==> src/rtl/clock_ctrl_pkg.sv <==
// Shared types and helpers for the digital-clock mode sequencer.
// Holds the mode encoding and the counter-width helper.
package clock_ctrl_pkg;

    typedef enum logic [1:0] {
        STOPPED = 2'b00,
        SET_HH  = 2'b01,
        SET_MM  = 2'b10,
        RUNNING = 2'b11
    } mode_t;

    // Bits needed to hold values 0..max_count.
    function automatic int cnt_width(input int max_count);
        return (max_count < 1) ? 1 : $clog2(max_count + 1);
    endfunction

    function automatic logic is_set_mode(input mode_t m);
        return (m == SET_HH) || (m == SET_MM);
    endfunction

endpackage

==> src/rtl/button_edge_detect.sv <==
// Rising-edge detector for one debounced button level.
// The history flop resets to 1 so a button held through reset is not seen as a press.
module button_edge_detect (
    input  logic clock,
    input  logic reset,
    input  logic level,
    output logic rise
);

    logic prev_q;
    logic prev_d;

    always_comb begin
        prev_d = level;
    end

    // NOTE: sequential state is written with <= so every flop samples pre-edge values.
    always_ff @(posedge clock or posedge reset) begin
        if (reset) begin
            prev_q <= 1'b1;
        end else begin
            prev_q <= prev_d;
        end
    end

    assign rise = level & ~prev_q;

endmodule

==> src/rtl/clock_mode_controller.sv <==
// Mode sequencer for the digital clock: buttons + 1 Hz strobe -> run/edit controls.
// Optional feature: define AUTO_REPEAT_EN to auto-repeat a held increment in SET states.
module clock_mode_controller
    import clock_ctrl_pkg::*;
#(
`ifdef AUTO_REPEAT_EN
    parameter int REPEAT_DELAY  = 500,
    parameter int REPEAT_PERIOD = 100,
`endif
    parameter int TIMEOUT_SEC   = 30
) (
    input  logic       clock,
    input  logic       reset,
    input  logic       db_set,
    input  logic       db_increment,
    input  logic       db_start,
    input  logic       sec_tick,
    output logic       run_en,
    output logic       sel_hours,
    output logic       sel_minutes,
    output logic       inc_hours,
    output logic       inc_minutes,
    output logic       clr_seconds,
    output logic       blink,
    output logic [1:0] mode
);

    localparam int TO_W = cnt_width(TIMEOUT_SEC);
    localparam logic [TO_W-1:0] TO_LAST = TO_W'(TIMEOUT_SEC - 1);

    logic rise_set;
    logic rise_inc;
    logic rise_start;

    button_edge_detect u_edge_set (
        .clock (clock),
        .reset (reset),
        .level (db_set),
        .rise  (rise_set)
    );

    button_edge_detect u_edge_inc (
        .clock (clock),
        .reset (reset),
        .level (db_increment),
        .rise  (rise_inc)
    );

    button_edge_detect u_edge_start (
        .clock (clock),
        .reset (reset),
        .level (db_start),
        .rise  (rise_start)
    );

    mode_t           state_q, state_d;
    logic [TO_W-1:0] timeout_q, timeout_d;
    logic            blink_q, blink_d;
    logic            run_en_q, sel_hours_q, sel_minutes_q;
    logic            inc_hours_q, inc_hours_d;
    logic            inc_minutes_q, inc_minutes_d;
    logic            clr_seconds_q, clr_seconds_d;
    logic            in_set;
    logic            activity;
    logic            rpt_fire;

    // NOTE: every always_comb target gets a default first so no latch is inferred.
    always_comb begin
        state_d       = state_q;
        inc_hours_d   = 1'b0;
        inc_minutes_d = 1'b0;
        clr_seconds_d = 1'b0;
        timeout_d     = '0;
        in_set        = is_set_mode(state_q);
        activity      = in_set & (rise_start | rise_set | rise_inc | rpt_fire);

        // start outranks set, set outranks increment; losers are dropped
        if (rise_start) begin
            case (state_q)
                STOPPED: state_d = RUNNING;
                RUNNING: state_d = STOPPED;
                SET_HH, SET_MM: begin
                    state_d       = RUNNING;
                    clr_seconds_d = 1'b1;
                end
                default: state_d = STOPPED;
            endcase
        end else if (rise_set) begin
            case (state_q)
                STOPPED: state_d = SET_HH;
                SET_HH:  state_d = SET_MM;
                SET_MM:  state_d = STOPPED;
                RUNNING: state_d = SET_HH;
                default: state_d = STOPPED;
            endcase
        end else if (rise_inc || rpt_fire) begin
            inc_hours_d   = (state_q == SET_HH);
            inc_minutes_d = (state_q == SET_MM);
        end

        // Idle-second count only runs while editing with no activity this cycle.
        if (in_set && !activity) begin
            timeout_d = timeout_q;
            if (sec_tick) begin
                if (timeout_q == TO_LAST) begin
                    state_d   = STOPPED;
                    timeout_d = '0;
                end else begin
                    timeout_d = timeout_q + 1'b1;
                end
            end
        end

        if (!is_set_mode(state_d) || (state_d != state_q)) begin
            blink_d = 1'b1;
        end else if (sec_tick) begin
            blink_d = ~blink_q;
        end else begin
            blink_d = blink_q;
        end
    end

`ifdef AUTO_REPEAT_EN
    localparam int RPT_MAX = (REPEAT_DELAY > REPEAT_PERIOD) ? REPEAT_DELAY : REPEAT_PERIOD;
    localparam int RPT_W   = cnt_width(RPT_MAX);
    localparam logic [RPT_W-1:0] RPT_DELAY_C  = RPT_W'(REPEAT_DELAY);
    localparam logic [RPT_W-1:0] RPT_PERIOD_C = RPT_W'(REPEAT_PERIOD);

    logic             rpt_armed_q, rpt_armed_d;
    logic             rpt_phase_q, rpt_phase_d;
    logic [RPT_W-1:0] rpt_cnt_q, rpt_cnt_d;

    // rpt_cnt_q holds the number of cycles since the press or the last repeat.
    assign rpt_fire = rpt_armed_q & db_increment &
                      (rpt_cnt_q == (rpt_phase_q ? RPT_PERIOD_C : RPT_DELAY_C));

    always_comb begin
        rpt_armed_d = rpt_armed_q;
        rpt_phase_d = rpt_phase_q;
        rpt_cnt_d   = rpt_cnt_q;
        if ((state_d != state_q) || !db_increment) begin
            rpt_armed_d = 1'b0;
            rpt_phase_d = 1'b0;
            rpt_cnt_d   = '0;
        end else if (in_set && rise_inc) begin
            rpt_armed_d = 1'b1;
            rpt_phase_d = 1'b0;
            rpt_cnt_d   = RPT_W'(1);
        end else if (rpt_fire) begin
            rpt_phase_d = 1'b1;
            rpt_cnt_d   = RPT_W'(1);
        end else if (rpt_armed_q) begin
            rpt_cnt_d   = rpt_cnt_q + 1'b1;
        end
    end

    always_ff @(posedge clock or posedge reset) begin
        if (reset) begin
            rpt_armed_q <= 1'b0;
            rpt_phase_q <= 1'b0;
            rpt_cnt_q   <= '0;
        end else begin
            rpt_armed_q <= rpt_armed_d;
            rpt_phase_q <= rpt_phase_d;
            rpt_cnt_q   <= rpt_cnt_d;
        end
    end
`else
    assign rpt_fire = 1'b0;
`endif

    always_ff @(posedge clock or posedge reset) begin
        if (reset) begin
            state_q       <= STOPPED;
            timeout_q     <= '0;
            blink_q       <= 1'b1;
            run_en_q      <= 1'b0;
            sel_hours_q   <= 1'b0;
            sel_minutes_q <= 1'b0;
            inc_hours_q   <= 1'b0;
            inc_minutes_q <= 1'b0;
            clr_seconds_q <= 1'b0;
        end else begin
            state_q       <= state_d;
            timeout_q     <= timeout_d;
            blink_q       <= blink_d;
            run_en_q      <= (state_d == RUNNING);
            sel_hours_q   <= (state_d == SET_HH);
            sel_minutes_q <= (state_d == SET_MM);
            inc_hours_q   <= inc_hours_d;
            inc_minutes_q <= inc_minutes_d;
            clr_seconds_q <= clr_seconds_d;
        end
    end

    assign mode        = state_q;
    assign run_en      = run_en_q;
    assign sel_hours   = sel_hours_q;
    assign sel_minutes = sel_minutes_q;
    assign inc_hours   = inc_hours_q;
    assign inc_minutes = inc_minutes_q;
    assign clr_seconds = clr_seconds_q;
    assign blink       = blink_q;

endmodule
==> config.mk <==
export PLATFORM = sky130hd
export DESIGN_NAME = clock_mode_controller
export DESIGN_NICKNAME = d
export VERILOG_FILES = /design/src/rtl/clock_ctrl_pkg.sv /design/src/rtl/button_edge_detect.sv /design/src/rtl/clock_mode_controller.sv
export SDC_FILE = /design/constraint.sdc
export NUM_CORES = 1
export LEC_CHECK = 0
export ABC_AREA = 1
export ABC_CLOCK_PERIOD_IN_PS = 4800
export CORE_MARGIN = 4
export CORE_UTILIZATION = 57
export CTS_BUF_LIST = sky130_fd_sc_hd__clkbuf_4
export DETAILED_ROUTE_END_ITERATION = 8
export PLACE_DENSITY = 0.88
export SLEW_MARGIN = 20
export SYNTH_ARGS = -nofsm -noshare
export SYNTH_HDL_FRONTEND = slang
export SYNTH_HIERARCHICAL = 1
export SYNTH_SLANG_ARGS = --single-unit
==> constraint.sdc <==
create_clock -name clock -period 4.8 [get_ports clock]
set_input_delay 0.96 -clock clock [delete_from_list [all_inputs] [get_ports clock]]
set_output_delay 0.96 -clock clock [all_outputs]
set_load 0.03 [all_outputs]
# Word level (Yosys, flattened, before mapping)
# Index checks and enable logic that the tools add are counted.
totals:
  output_inout_bits: 9
  inputBits: 6
  reg_bits: 17
  elab_cells: 63
op_classes:
  n_reduce_logical: 11
  n_eq_ne: 9
  n_mux: 20
  bitwise_logic: 10
  n_addsub: 1
ops:
  columns: ["cell", "count"]
  rows:
  - ["$mux W5", 3]
  - ["$mux W1", 10]
  - ["$mux W2", 5]
  - ["$eq A2 B2 Y1 const B", 4]
  - ["$pmux W2 S3", 1]
  - ["$add A5 B1 Y5 const B", 1]
  - ["$eq A5 B5 Y1 const B", 1]
  - ["$and A1 B1 Y1", 4]
  - ["$eq A2 B1 Y1 const B", 2]
  - ["$not A1 Y1", 4]
  - ["$pmux W2 S2", 1]
  - ["$reduce_or A2 Y1", 2]
  - ["$logic_or A1 B1 Y1", 3]
  - ["$reduce_or A3 Y1", 1]
  - ["$logic_not A1 Y1", 2]
  - ["$logic_not A2 Y1", 1]
  - ["$ne A2 B2 Y1", 1]
  - ["$ne A2 B2 Y1 const B", 1]
  - ["$or A1 B1 Y1", 2]
  - ["$reduce_bool A2 Y1", 1]
  - ["$logic_and A1 B1 Y1", 1]

# Logic depth before layout (Yosys ltp)
# Gate-level depths: netlist (run 1).
depth:
  depth_word: 13
  ltp_mapped: 13
  ltp_nobuf: 13

# Hierarchy
# The synthesis (run 1) kept the hierarchy.
modules_own_cells:
  columns: ["module", "area_each_um2", "instances", "cells_each", "seq_area_each_um2"]
  rows:
  - ["clock_mode_controller", 760.7, 1, 83, 351.6]
  - ["button_edge_detect", 40.0, 3, 4, 26.3]

# Least setup slack after synthesis (run 1)
# No wires, ideal clock.
synth_timing:
  kind: "input-to-reg"
  startpoint: "in db_set"
  endpoint: "reg blink_q, in the netlist blink"
  n_path_buf: 0
  cell_stages: 12
  arrival_time_ns: 2.067
  path_slack_ns: 2.648
  setup_time_ns: 0.085
  required_ns: 4.715
  cell_sequence: "inv_1 nor2_2 nor2_2 nand2_2 nor2_4 nand2_4 nand2_4 inv_1 ha_1 nand3_1 a21oi_1 nand3_1"
synth_via:
  elab_chain_len: 12
  elab_cells_between_ends: 19
  classes_between: "eq/ne: 3; mux: 6; bitwise: 4; reduce/logical: 6"
synth_lines:
  columns: ["element", "line_no", "text"]
  rows:
  - ["start, declared", "clock_mode_controller.sv:14", "input logic db_set,"]
  - ["$and A1 B1 Y1 (*)", "button_edge_detect.sv:26", "assign rise = level & ~prev_q;"]
  - ["net rise_set", "clock_mode_controller.sv:31", "logic rise_set;"]
  - ["$or A1 B1 Y1 (2 in a row)", "clock_mode_controller.sv:75", "activity = in_set & (rise_start | rise_set | rise_inc | rpt_fire);"]
  - ["$and A1 B1 Y1", "clock_mode_controller.sv:75", null]
  - ["$logic_not A1 Y1", "clock_mode_controller.sv:102", "if (in_set && !activity) begin"]
  - ["$logic_and A1 B1 Y1", "clock_mode_controller.sv:102", null]
  - ["$mux W2 (*)", "clock_mode_controller.sv:102", null]
  - ["net state_d[1]", "clock_mode_controller.sv:56", "mode_t state_q, state_d;"]
  - ["$eq A2 B1 Y1 / $eq A2 B2 Y1 (equally long branches)", "clock_ctrl_pkg.sv:18", "return (m == SET_HH) || (m == SET_MM);"]
  - ["$logic_or A1 B1 Y1", "clock_ctrl_pkg.sv:18", null]
  - ["$logic_not A1 Y1", "clock_mode_controller.sv:114", "if (!is_set_mode(state_d) || (state_d != state_q)) begin"]
  - ["$logic_or A1 B1 Y1 (*)", "clock_mode_controller.sv:114", null]
  - ["$mux W1 / $reduce_bool A2 Y1 (equally long branches)", null, null]
  - ["end signal, assigned", "clock_mode_controller.sv:186", "blink_q <= blink_d;"]
  - ["end, declared", "clock_mode_controller.sv:58", "logic blink_q, blink_d;"]
# Mark *: on every way through the listed nets, which the timed path passes. The rest lies on a longest branch.
# A chain may end at the register's enable or synchronous reset.

# Worst setup path after layout (run 1)
# Ends and elaborated chain as after synthesis.

==> results.txt, run 1 <==
----------------------------------------------------
[Finish]
  Commonest non-fill, non-tap cells in the layout ... 20 x sky130_fd_sc_hd__inv_1, 15 x sky130_fd_sc_hd__nand2_1, 14 x sky130_fd_sc_hd__clkdlybuf4s50_1
  Area growth syn-to-layout ... 21.4%
  Most common cell after layout, fill and taps aside ... sky130_fd_sc_hd__inv_1
  Final cell area excluding filler cells ... 1070 um2
  Share of final-layout standard cells stronger than drive strength 1 ... 19.5%
  Core utilization of the finished layout ... 77.4%
  Antenna cells ... 0
  Count of non-filler cells in the finished layout ... 128
  Net count, final ... 128
  Count of fill cells added during filler insertion ... 98

[Clocking]
  CTS hold repair buffers ... 0
  Number of clock sinks ... 17
  Post-CTS setup buffers ... 0
  Cell at the root of the clock tree ... sky130_fd_sc_hd__clkbuf_4
  Clock Pin Slew Worst Setup and Hold Paths ... 0.10 ns
  Clk_lat worst skew ... 0.28 ns
  TritonCTS clock tree ... yes
  Maximum count of clock buffers along a single path ... 2
  H-tree depth ... 1
  Resized Gates After CTS ... 0
  TritonCTS buffer count ... 3

[Timing]
  Setup Skew ... 0.00474 ns
  Pins Over Slew Limit ... 0
  Highest Clock Rate ... 403 MHz
  Crit share post-route ... 51.7%
  Fin crit period ... 2.48 ns
  Fin. Hold Viols ... 0
  Unrepaired setup endpoints after global routing ... false
  Tightest Pin Transition ... 0.527 ns
  Number of endpoints failing setup at the final stage ... 0
  Max-slew headroom ... 64.8%
  Final-layout setup total negative slack ... 0 ns

[Route]
  DRT iter0 DRCs ... 9
  Antenna-violating nets left ... 0
  Drt total wl ... 1530 um
  Total via count in the routed design ... 653
  Vias per inst ... 5.10
  Remaining DRCs ... 0
  Pre-antenna DRT Iters ... 5
  Wirelength per Cell ... 12.0 um

[Global routing]
  Vias in the first global route ... 686
  Total Routing Usage GR ... 17.8%
  Congestion Overflow GR ... 0
  Largest net degree at the start of global routing ... 15
  Initial antenna violation count ... 0
  Global-route wire length before repair ... 2800 um

[Outcome]
  Status ... finished clean

[Logic synthesis]
  Proportion of netlist area held by the largest area contributor ... 36.9%
  Synth top area cells ... sky130_fd_sc_hd__dfrtp_1 37%, sky130_fd_sc_hd__dfstp_2 12%, sky130_fd_sc_hd__ha_1 11%, sky130_fd_sc_hd__inv_1 8.5%, sky130_fd_sc_hd__nand2_1 6.4%
  Post-synthesis instance total ... 95
  Synthesized net count ... 109
  Number of flip-flops and latches in the synthesized netlist ... 17
  Register area share after synthesis ... 48.9%
  Mean cell area of the mapped netlist ... 9.27 um2
  Cell type with the largest total area after synthesis ... sky130_fd_sc_hd__dfrtp_1
  Syn. warnings ... 6
  Cell variety after synth ... 18
  Synthesized area ... 881 um2

[Floorplanning]
  Starting density of the core ... 63.7%
  Die area ... 2240 um2
  Number of standard-cell rows in the floorplan ... 13
  Number of placed I/O pins ... 15
  Die X-Extent ... 47.3 um
  Area of the core ... 1380 um2
  Vertical extent of the die ... 47.3 um

[Placed design]
  Post-placement cell area ... 1040 um2
  GP Congestion ... 0.831
  Number of port buffers ... 14
  Final HPWL DP ... 1200 um
  Cell count after placement ... 124

[Setup path]
  Highest net fanout along the worst path ... 4
  Worst reg2reg setup slack ... 2.73 ns
  Type of destination of the critical path ... register
  Data arrival time of the critical path ... 2.69 ns
  Element type at the critical path start ... input port
  Setup CP Type ... input port to register
  Required time at the worst-slack endpoint ... 5.01 ns

[Job]
  Max-capacitance violation count ... 0

[Power]
  Net switching share of the total power ... 37.4%
  NetSw ... 0.000160 W
  Pleak ... 0.585 nW
  Clock power frac ... 18.9%
  Pwr Density ... 399 nW/um2
  Sequential cell fraction of total power ... 43.7%
  Max IR drop VDD ... 0.000275 V
  Combinational fraction of design power ... 37.5%
  Internal Pwr Total ... 0.000268 W

[Worst hold path]
  Type of the tightest min-delay check ... register to register

----------------------------------------------------
==> path summary, 6_finish.rpt <==
kind,start,endpoint,cells past startpoint
min,timeout_q[0],timeout_q[0],1
max in group asynchronous,reset,blink,2
max,db_set,blink,14
min in group asynchronous,reset,u_edge_start/prev_q,2
min reg2reg,timeout_q[0],timeout_q[0],1
max reg2reg,mode[0],blink,12
==> layout make-up <==
cell class	count	area, um2	area share (%)
inverters	21	78.8	7.37
flip-flops and latches	17	430	40.2
well taps	15	18.8	1.75
clock buffers	4	30.0	2.81
repair buffers	14	140	13.1
multi-input cells	57	372	34.7
==> synthesized netlist by cell type, drive strengths merged <==
cell / instances
inv: 21
dfrtp: 13
or2: 1
ha: 8
nand3: 8
a21oi: 4
o22ai: 2
xor2: 2
nor2: 9
nand2: 20
dfstp: 4
and3: 2
nand4: 1
==> through the flow <==
| step | power (W) | hold slack [ns] | setup WS [ns] |
|---|---|---|---|
| 2_1_floorplan | 0.000292 | 0.492 | 2.65 |
| 3_3_place_gp | 0.000344 | 0.515 | 2.14 |
| 3_5_place_dp | 0.000350 | 0.548 | 2.03 |
| 4_1_cts | 0.000432 | 0.570 | 2.31 |
| 5_1_grt | 0.000461 | 0.606 | 2.10 |
| 6_report | 0.000427 | 0.561 | 2.32 |
==> sequential cells by signal (all words and copies together), names as in the netlist <==
register             flops
sel_minutes              1
timeout_q                5
inc_minutes              1
run_en                   1
sel_hours                1
u_edge_inc/prev_q        1
u_edge_start/prev_q      1
blink                    1
inc_hours                1
u_edge_set/prev_q        1
clr_seconds              1
mode                     2
==> cells by family after synthesis <==
group / after synthesis / share of synthesized area [%]
XOR/XNOR: 2 / 1.99
buffers and inverters: 21 / 8.95
flip-flops: 17 / 48.9
AO/OA/AOI/OAI: 6 / 3.69
AND/OR/NAND/NOR: 41 / 25.1
adder cells (fa/ha/maj): 8 / 11.4
==> critical path: stages <==
cell and delay (ns):
sky130_fd_sc_hd__clkdlybuf4s50_1 0.48, sky130_fd_sc_hd__inv_1 0.06, sky130_fd_sc_hd__nor2_2 0.16, sky130_fd_sc_hd__inv_1 0.08, sky130_fd_sc_hd__nand2_1 0.06, sky130_fd_sc_hd__nand3_1 0.07
sky130_fd_sc_hd__nand2_1 0.06, sky130_fd_sc_hd__inv_1 0.07, sky130_fd_sc_hd__nand2_4 0.07, sky130_fd_sc_hd__inv_1 0.07, sky130_fd_sc_hd__ha_1 0.28, sky130_fd_sc_hd__nand3_1 0.07
sky130_fd_sc_hd__a21oi_1 0.11, sky130_fd_sc_hd__nand3_1 0.08
==> routing by layer <==
layer / part of all wire (%) / vias to the layer above / track usage, % / wire length [um]
li1: - / 328 / - / -
met1: 44 / 308 / 20.4 / 673
met2: 51 / 17 / 32.1 / 775
met3: 5.3 / 0 / 5.75 / 81
met4: 0 / 0 / 3.31 / 0
met5: 0 / - / 0 / 0
==> power by group through the flow <==
stage | sequential, W | combinational [W] | clock, W
global route | 0.000191 | 0.000180 | 0.0000905
finish | 0.000187 | 0.000160 | 0.0000807
global placement | 0.000187 | 0.000156 | 0
detailed placement | 0.000189 | 0.000161 | 0
CTS | 0.000187 | 0.000162 | 0.0000830
floorplan | 0.000217 | 0.0000744 | 0
Power figures use the tool's default switching activity.
==> run 2, diff against run 1 <==
Settings changed: ABC_CLOCK_PERIOD_IN_PS 4800 to 2500, CORE_UTILIZATION 57 to 53, PLACE_DENSITY 0.88 to 0.83.
Clock period 4.8 ns to 2.5 ns, I/O delays scaled along.
==> run 2 against run 1 <==
Die area rose by 6.2%; highest routed layer is now met4; power grew 92%; critical endpoint unchanged; sequential power increased by 90%; clock-buffer cell count stayed put.
==> results.txt, run 2 (synthesized netlist as in run 1, its figures left out) <==
----------------------------------------------------
[Outcome]
  Status ... finished clean

[Clocking]
  Post-CTS setup buffers ... 0 (unchanged)
  Cell at the root of the clock tree ... sky130_fd_sc_hd__clkbuf_4
  Number of clock sinks ... 17 (unchanged)
  TritonCTS buffer count ... 3 (unchanged)
  H-tree depth ... 1 (unchanged)
  Maximum count of clock buffers along a single path ... 2 (unchanged)
  CTS hold repair buffers ... 0 (unchanged)
  Clock Pin Slew Worst Setup and Hold Paths ... 0.09 ns (about the same)
  Resized Gates After CTS ... 0 (unchanged)
  TritonCTS clock tree ... yes
  Clk_lat worst skew ... 0.29 ns (about the same)

[Timing]
  Crit share post-route ... 82.8%
  Number of endpoints failing setup at the final stage ... 0 (unchanged)
  Setup Skew ... 0.00228 ns (-0.00247 ns)
  Final hold slack ... 0.535 ns (-0.0259 ns)
  Fin crit period ... 2.07 ns
  Final-layout setup total negative slack ... 0 ns (unchanged)
  Pins Over Slew Limit ... 0 (unchanged)
  Max-slew headroom ... 64.4% (-0.37 points)
  Fin. Hold Viols ... 0 (unchanged)
  Tightest Pin Transition ... 0.533 ns (+0.00552 ns)
  Highest Clock Rate ... 483 MHz
  Unrepaired setup endpoints after global routing ... false

[Floorplanning]
  Number of placed I/O pins ... 15 (unchanged)
  Area of the core ... 1540 um2 (+11%)
  Starting density of the core ... 57.1% (-6.6 points)
  Vertical extent of the die ... 48.8 um (+3.1%)
  Die X-Extent ... 48.8 um (+3.1%)
  Die area ... 2380 um2 (+6.2%)
  Number of standard-cell rows in the floorplan ... 14 (+1)

[Finish]
  Area growth syn-to-layout ... 21.6%
  Share of final-layout standard cells stronger than drive strength 1 ... 19.5% (unchanged)
  Antenna cells ... 0 (unchanged)
  Net count, final ... 128 (unchanged)
  Commonest non-fill, non-tap cells in the layout ... 20 x sky130_fd_sc_hd__inv_1, 15 x sky130_fd_sc_hd__nand2_1, 14 x sky130_fd_sc_hd__clkdlybuf4s50_1
  Largest register FFs ... 5 (unchanged)
  Most common cell after layout, fill and taps aside ... sky130_fd_sc_hd__inv_1
  Reg with most FFs ... timeout_q

[Setup path]
  End point of the critical path ... blink
  Cell type of the slowest stage on the worst timing path ... sky130_fd_sc_hd__dfrtp_1
  Element type at the critical path start ... register
  Worst reg2reg setup slack ... 0.43 ns (-2.30 ns)
  Required time at the worst-slack endpoint ... 2.72 ns (-2.29 ns)
  Critical Path Source ... mode[0]
  Data arrival time of the critical path ... 2.29 ns (-0.40 ns)
  Reg2reg end ... blink
  Max stage delay on crit path ... 0.45 ns (-0.03 ns)
  Setup CP Type ... register to register
  Worst Reg-to-Reg Cells ... 12 (unchanged)
  Ordered list of cells on the worst path ... inv_1 > ha_1 > nor2_1 > nand2_2 > nor2_4 > nand2_4 > nand2_4 > inv_1 > ha_1 > nand3_1 > a21oi_1 > nand3_1
  Beginning of the worst register-to-register path ... mode[0]
  Highest net fanout along the worst path ... 6 (+2)
  Type of destination of the critical path ... register

[Power]
  Max IR drop VDD ... 0.000507 V (+84%)
  Pleak ... 0.585 nW (unchanged)
  Pwr Density ... 765 nW/um2 (+92%)

[Global routing]
  Initial antenna violation count ... 0 (unchanged)
  Global-route wire length before repair ... 2740 um (-2.2%)
  Largest net degree at the start of global routing ... 15 (unchanged)
  Congestion Overflow GR ... 0 (unchanged)
  Total Routing Usage GR ... 14.9% (-2.9 points)
  Vias in the first global route ... 658 (-4.1%)

[Route]
  DRT iter0 DRCs ... 16 (+7)
  Drt total wl ... 1520 um (-0.52%)
  Vias per inst ... 5.16 (+1.2%)
  Total via count in the routed design ... 666 (+2.0%)
  Antenna-violating nets left ... 0 (unchanged)
  Pre-antenna DRT Iters ... 4 (-1)
  Remaining DRCs ... 0 (unchanged)
  Wirelength per Cell ... 11.8 um (-1.3%)

[Placed design]
  GP Congestion ... 0.816 (-1.8%)
  Final HPWL DP ... 1190 um (-0.67%)
  Number of port buffers ... 14 (unchanged)

[Worst hold path]
  Type of the tightest min-delay check ... register to register

[Job]
  Max-capacitance violation count ... 0 (unchanged)

----------------------------------------------------
## run 2: cell counts in the layout (fill, tap and decap cells not counted)
Identical to the previous run, type by type.
## run 2: how the worst min path moves through the flow
stage	from	end	slack, ns	cells past startpoint
final	timeout_q[0]	timeout_q[0]	0.53	1
after global routing	reset	u_edge_start/prev_q	0.57	2
after CTS	timeout_q[0]	timeout_q[0]	0.54	1
after detailed placement	timeout_q[0]	timeout_q[0]	0.52	1
after global placement	timeout_q[0]	timeout_q[0]	0.51	1
after floorplan	reset	clr_seconds	0.39	1
## run 2: layout make-up
cell class | instances | area (um2)
inverter | 21 | 78.8
sequential | 17 | 430
clock buffer | 4 | 30.0
tap | 16 | 20.0
timing repair buffer | 14 | 140
multi-input combinational | 57 | 372
fill | 133 | 470
## run 2: critical path, delay by kind of cell (launching register included)
family                   cells  cell delay, ns
AND/OR/NAND/NOR              7            0.64
adder cells (fa/ha/maj)      2            0.61
flip-flops                   1            0.45
buffers and inverters        2            0.16
AO/OA/AOI/OAI                1            0.13
## run 2: power by group
part / switching, W / total (W) / internal [W]
Clock: 0.0000819 / 0.000155 / 0.0000730
Combinational: 0.000187 / 0.000308 / 0.000121
Sequential: 0.0000355 / 0.000356 / 0.000321
## run 2: routing by layer
metal	wire length [um]	track usage (%)	vias to the layer above
li1	-	-	329
met1	621	15.5	309
met2	786	26.3	18
met3	53	3.07	10
met4	61	9.87	0
met5	0	0	-
## run 2: stage by stage
step	cell area, um2	power [W]	setup slack (ns)	util [%]	std cells
after floorplan	881	0.000560	0.426	-	95
after global placement	1040	0.000658	0.292	67.5	125
after detailed placement	1040	0.000668	0.193	67.5	125
after CTS	1070	0.000829	0.415	69.5	129
after global routing	1070	0.000881	0.287	69.5	129
final	1070	0.000819	0.431	69.5	129
==> run 3, diff against run 2 <==
Settings changed: ABC_CLOCK_PERIOD_IN_PS 2500 to 2100.
Clock period 2.5 ns to 2.1 ns, I/O delays scaled along.
==> run 3 against run 2 <==
Clock power up 18%; via count up 3.3%; register-to-register slack worse by 0.25 ns; critical path depth down 11; utilization up 3.7 points; die area unchanged; global-route usage up 1.1 points; setup slack worse by 0.25 ns; cell count up 5.4%; first-iteration DRC count down 13%; critical path type is now register to output pin; largest cell class unchanged.
==> results.txt, run 3 (synthesized netlist as in run 1, its figures left out) <==
----------------------------------------------------
[Outcome]
  Status ... finished clean

[Floorplanning]
  Number of standard-cell rows in the floorplan ... 14 (unchanged)
  Area of the core ... 1540 um2 (unchanged)
  Number of placed I/O pins ... 15 (unchanged)
  Starting density of the core ... 57.1% (unchanged)
  Vertical extent of the die ... 48.8 um (unchanged)
  Die X-Extent ... 48.8 um (unchanged)
  Die area ... 2380 um2 (unchanged)

[Route]
  DRT iter0 DRCs ... 14 (-2)
  Wirelength per Cell ... 12.7 um (+8.0%)
  Drt total wl ... 1730 um (+14%)
  Total via count in the routed design ... 688 (+3.3%)
  Vias per inst ... 5.06 (-2.0%)
  Pre-antenna DRT Iters ... 5 (+1)
  Antenna-violating nets left ... 0 (unchanged)
  Remaining DRCs ... 0 (unchanged)

[Setup path]
  Depth of the critical timing path with buffers and inverters included ... 1 (-11)
  Worst path bufs/invs ... 1 (-1)
  Element type at the critical path start ... register
  Highest net fanout along the worst path ... 3 (-3)
  Cell type of the slowest stage on the worst timing path ... sky130_fd_sc_hd__clkdlybuf4s50_1
  Worst Reg-to-Reg Cells ... 12 (unchanged)
  Type of destination of the critical path ... output pin
  Worst reg2reg setup slack ... 0.18 ns (-0.25 ns)
  Beginning of the worst register-to-register path ... mode[0]
  End point of the critical path ... blink
  Data arrival time of the critical path ... 1.50 ns (-0.79 ns)
  Reg2reg end ... blink
  Max stage delay on crit path ... 0.67 ns (+0.22 ns)
  Required time at the worst-slack endpoint ... 1.68 ns (-1.04 ns)
  Setup CP Type ... register to output pin
  Family with the most delay on the worst path ... buffers and inverters
  Ordered list of cells on the worst path ... clkdlybuf4s50_1
  Critical Path Source ... blink

[Timing]
  Tightest Pin Transition ... 0.543 ns (+0.0106 ns)
  Crit share post-route ... 91.5%
  Setup Skew ... 0.00373 ns (+0.00146 ns)
  Number of endpoints failing setup at the final stage ... 0 (unchanged)
  Fin crit period ... 1.92 ns
  Highest Clock Rate ... 520 MHz
  Unrepaired setup endpoints after global routing ... false
  Max-slew headroom ... 63.7% (-0.71 points)
  Pins Over Slew Limit ... 0 (unchanged)
  Fin. Hold Viols ... 0 (unchanged)

[Placed design]
  GP Congestion ... 0.807 (-1.1%)
  Number of port buffers ... 14 (unchanged)
  Final HPWL DP ... 1320 um (+11%)
  Cell count after placement ... 132 (+5.6%)

[Clocking]
  Clk_lat worst skew ... 0.28 ns (about the same)
  TritonCTS buffer count ... 3 (unchanged)
  TritonCTS clock tree ... yes
  Maximum count of clock buffers along a single path ... 2 (unchanged)
  Number of clock sinks ... 17 (unchanged)
  Resized Gates After CTS ... 0 (unchanged)
  Clock Pin Slew Worst Setup and Hold Paths ... 0.09 ns (about the same)
  H-tree depth ... 1 (unchanged)
  Cell at the root of the clock tree ... sky130_fd_sc_hd__clkbuf_4
  CTS hold repair buffers ... 0 (unchanged)
  Post-CTS setup buffers ... 0 (unchanged)

[Finish]
  Multi-input logic area ... 377 um2 (+1.3%)
  Area taken by flip-flops and latches ... 430 um2 (unchanged)
  Count of fill cells added during filler insertion ... 111 (-17%)
  Most common cell after layout, fill and taps aside ... sky130_fd_sc_hd__inv_1
  Largest register FFs ... 5 (unchanged)
  Share of final-layout standard cells stronger than drive strength 1 ... 24.2% (+4.7 points)
  Area growth syn-to-layout ... 28.1%
  Net count, final ... 135 (+5.5%)
  Antenna cells ... 0 (unchanged)
  Core utilization of the finished layout ... 73.2% (+3.7 points)
  Commonest non-fill, non-tap cells in the layout ... 20 x sky130_fd_sc_hd__inv_1, 15 x sky130_fd_sc_hd__nand2_1, 14 x sky130_fd_sc_hd__clkdlybuf4s50_1
  Count of non-filler cells in the finished layout ... 136 (+5.4%)
  Reg with most FFs ... timeout_q

[Job]
  Max-capacitance violation count ... 0 (unchanged)

[Power]
  Clock power frac ... 17.6% (-1.3 points)
  Sequential cell fraction of total power ... 39.9% (-3.6 points)
  Pwr Density ... 923 nW/um2 (+21%)
  Combinational fraction of design power ... 42.5% (+4.9 points)
  Net switching share of the total power ... 36.9% (-0.33 points)
  Internal Pwr Total ... 0.000658 W (+28%)
  NetSw ... 0.000384 W (+26%)
  Pleak ... 0.619 nW (+5.9%)
  Max IR drop VDD ... 0.000646 V (+27%)

[Global routing]
  Total Routing Usage GR ... 16.0% (+1.1 points)
  Vias in the first global route ... 662 (+0.61%)
  Global-route wire length before repair ... 2990 um (+9.1%)
  Initial antenna violation count ... 0 (unchanged)
  Largest net degree at the start of global routing ... 15 (unchanged)
  Congestion Overflow GR ... 0 (unchanged)

[Worst hold path]
  Type of the tightest min-delay check ... input port to asynchronous set/reset pin

----------------------------------------------------
==> run 3: per-stage QoR <==
| stage | total power, W | hold WS, ns | area, um2 | setup TNS [ns] | worst slack [ns] |
|---|---|---|---|---|---|
| after global placement | 0.000835 | 0.513 | 1090 | -0.0307 | -0.0307 |
| after global routing | 0.00111 | 0.507 | 1130 | 0 | 0.0265 |
| after floorplan | 0.000666 | 0.309 | 881 | 0 | 0.0264 |
| after CTS | 0.00105 | 0.509 | 1120 | 0 | 0.162 |
| after detailed placement | 0.000860 | 0.534 | 1090 | -0.0781 | -0.0781 |
| final | 0.00104 | 0.512 | 1130 | 0 | 0.177 |
==> run 3: area by class of cell <==
type | instances | area share [%]
sequential | 17 | 38.1
multi-input combinational | 57 | 33.4
timing repair buffer | 21 | 17.1
inverter | 21 | 6.98
clock buffer | 4 | 2.66
tap | 16 | 1.77
==> run 3: per-layer routing <==
layer	vias up	GRT usage [%]	wire [um]
met2	23	26.7	936
li1	339	-	-
met4	0	6.73	10
met5	-	0	0
met3	2	3.07	74
met1	324	19.8	712
==> run 3: worst min-delay path by stage <==
stage / start / to / slack [ns] / depth (start not counted)
floorplan: reset / clr_seconds / 0.31 / 1
detailed placement: timeout_q[0] / timeout_q[0] / 0.53 / 1
global placement: timeout_q[0] / timeout_q[0] / 0.51 / 1
global route: reset / u_edge_start/prev_q / 0.51 / 2
CTS: reset / u_edge_inc/prev_q / 0.51 / 2
finish: reset / u_edge_inc/prev_q / 0.51 / 2
==> run 3: worst register-to-register path: cells and delay by family (launching register included) <==
kind                     cells  cell delay [ns]
adder cells (fa/ha/maj)      2             0.60
AND/OR/NAND/NOR              7             0.63
buffers and inverters        2             0.12
flip-flops                   1             0.37
AO/OA/AOI/OAI                1             0.11
==> run 3: power by group through the flow <==
stage	clock, W	sequential (W)	combinational [W]
after detailed placement	0	0.000421	0.000440
final	0.000183	0.000416	0.000442
after floorplan	0	0.000496	0.000170
after global routing	0.000211	0.000422	0.000482
after global placement	0	0.000416	0.000420
after CTS	0.000189	0.000415	0.000444
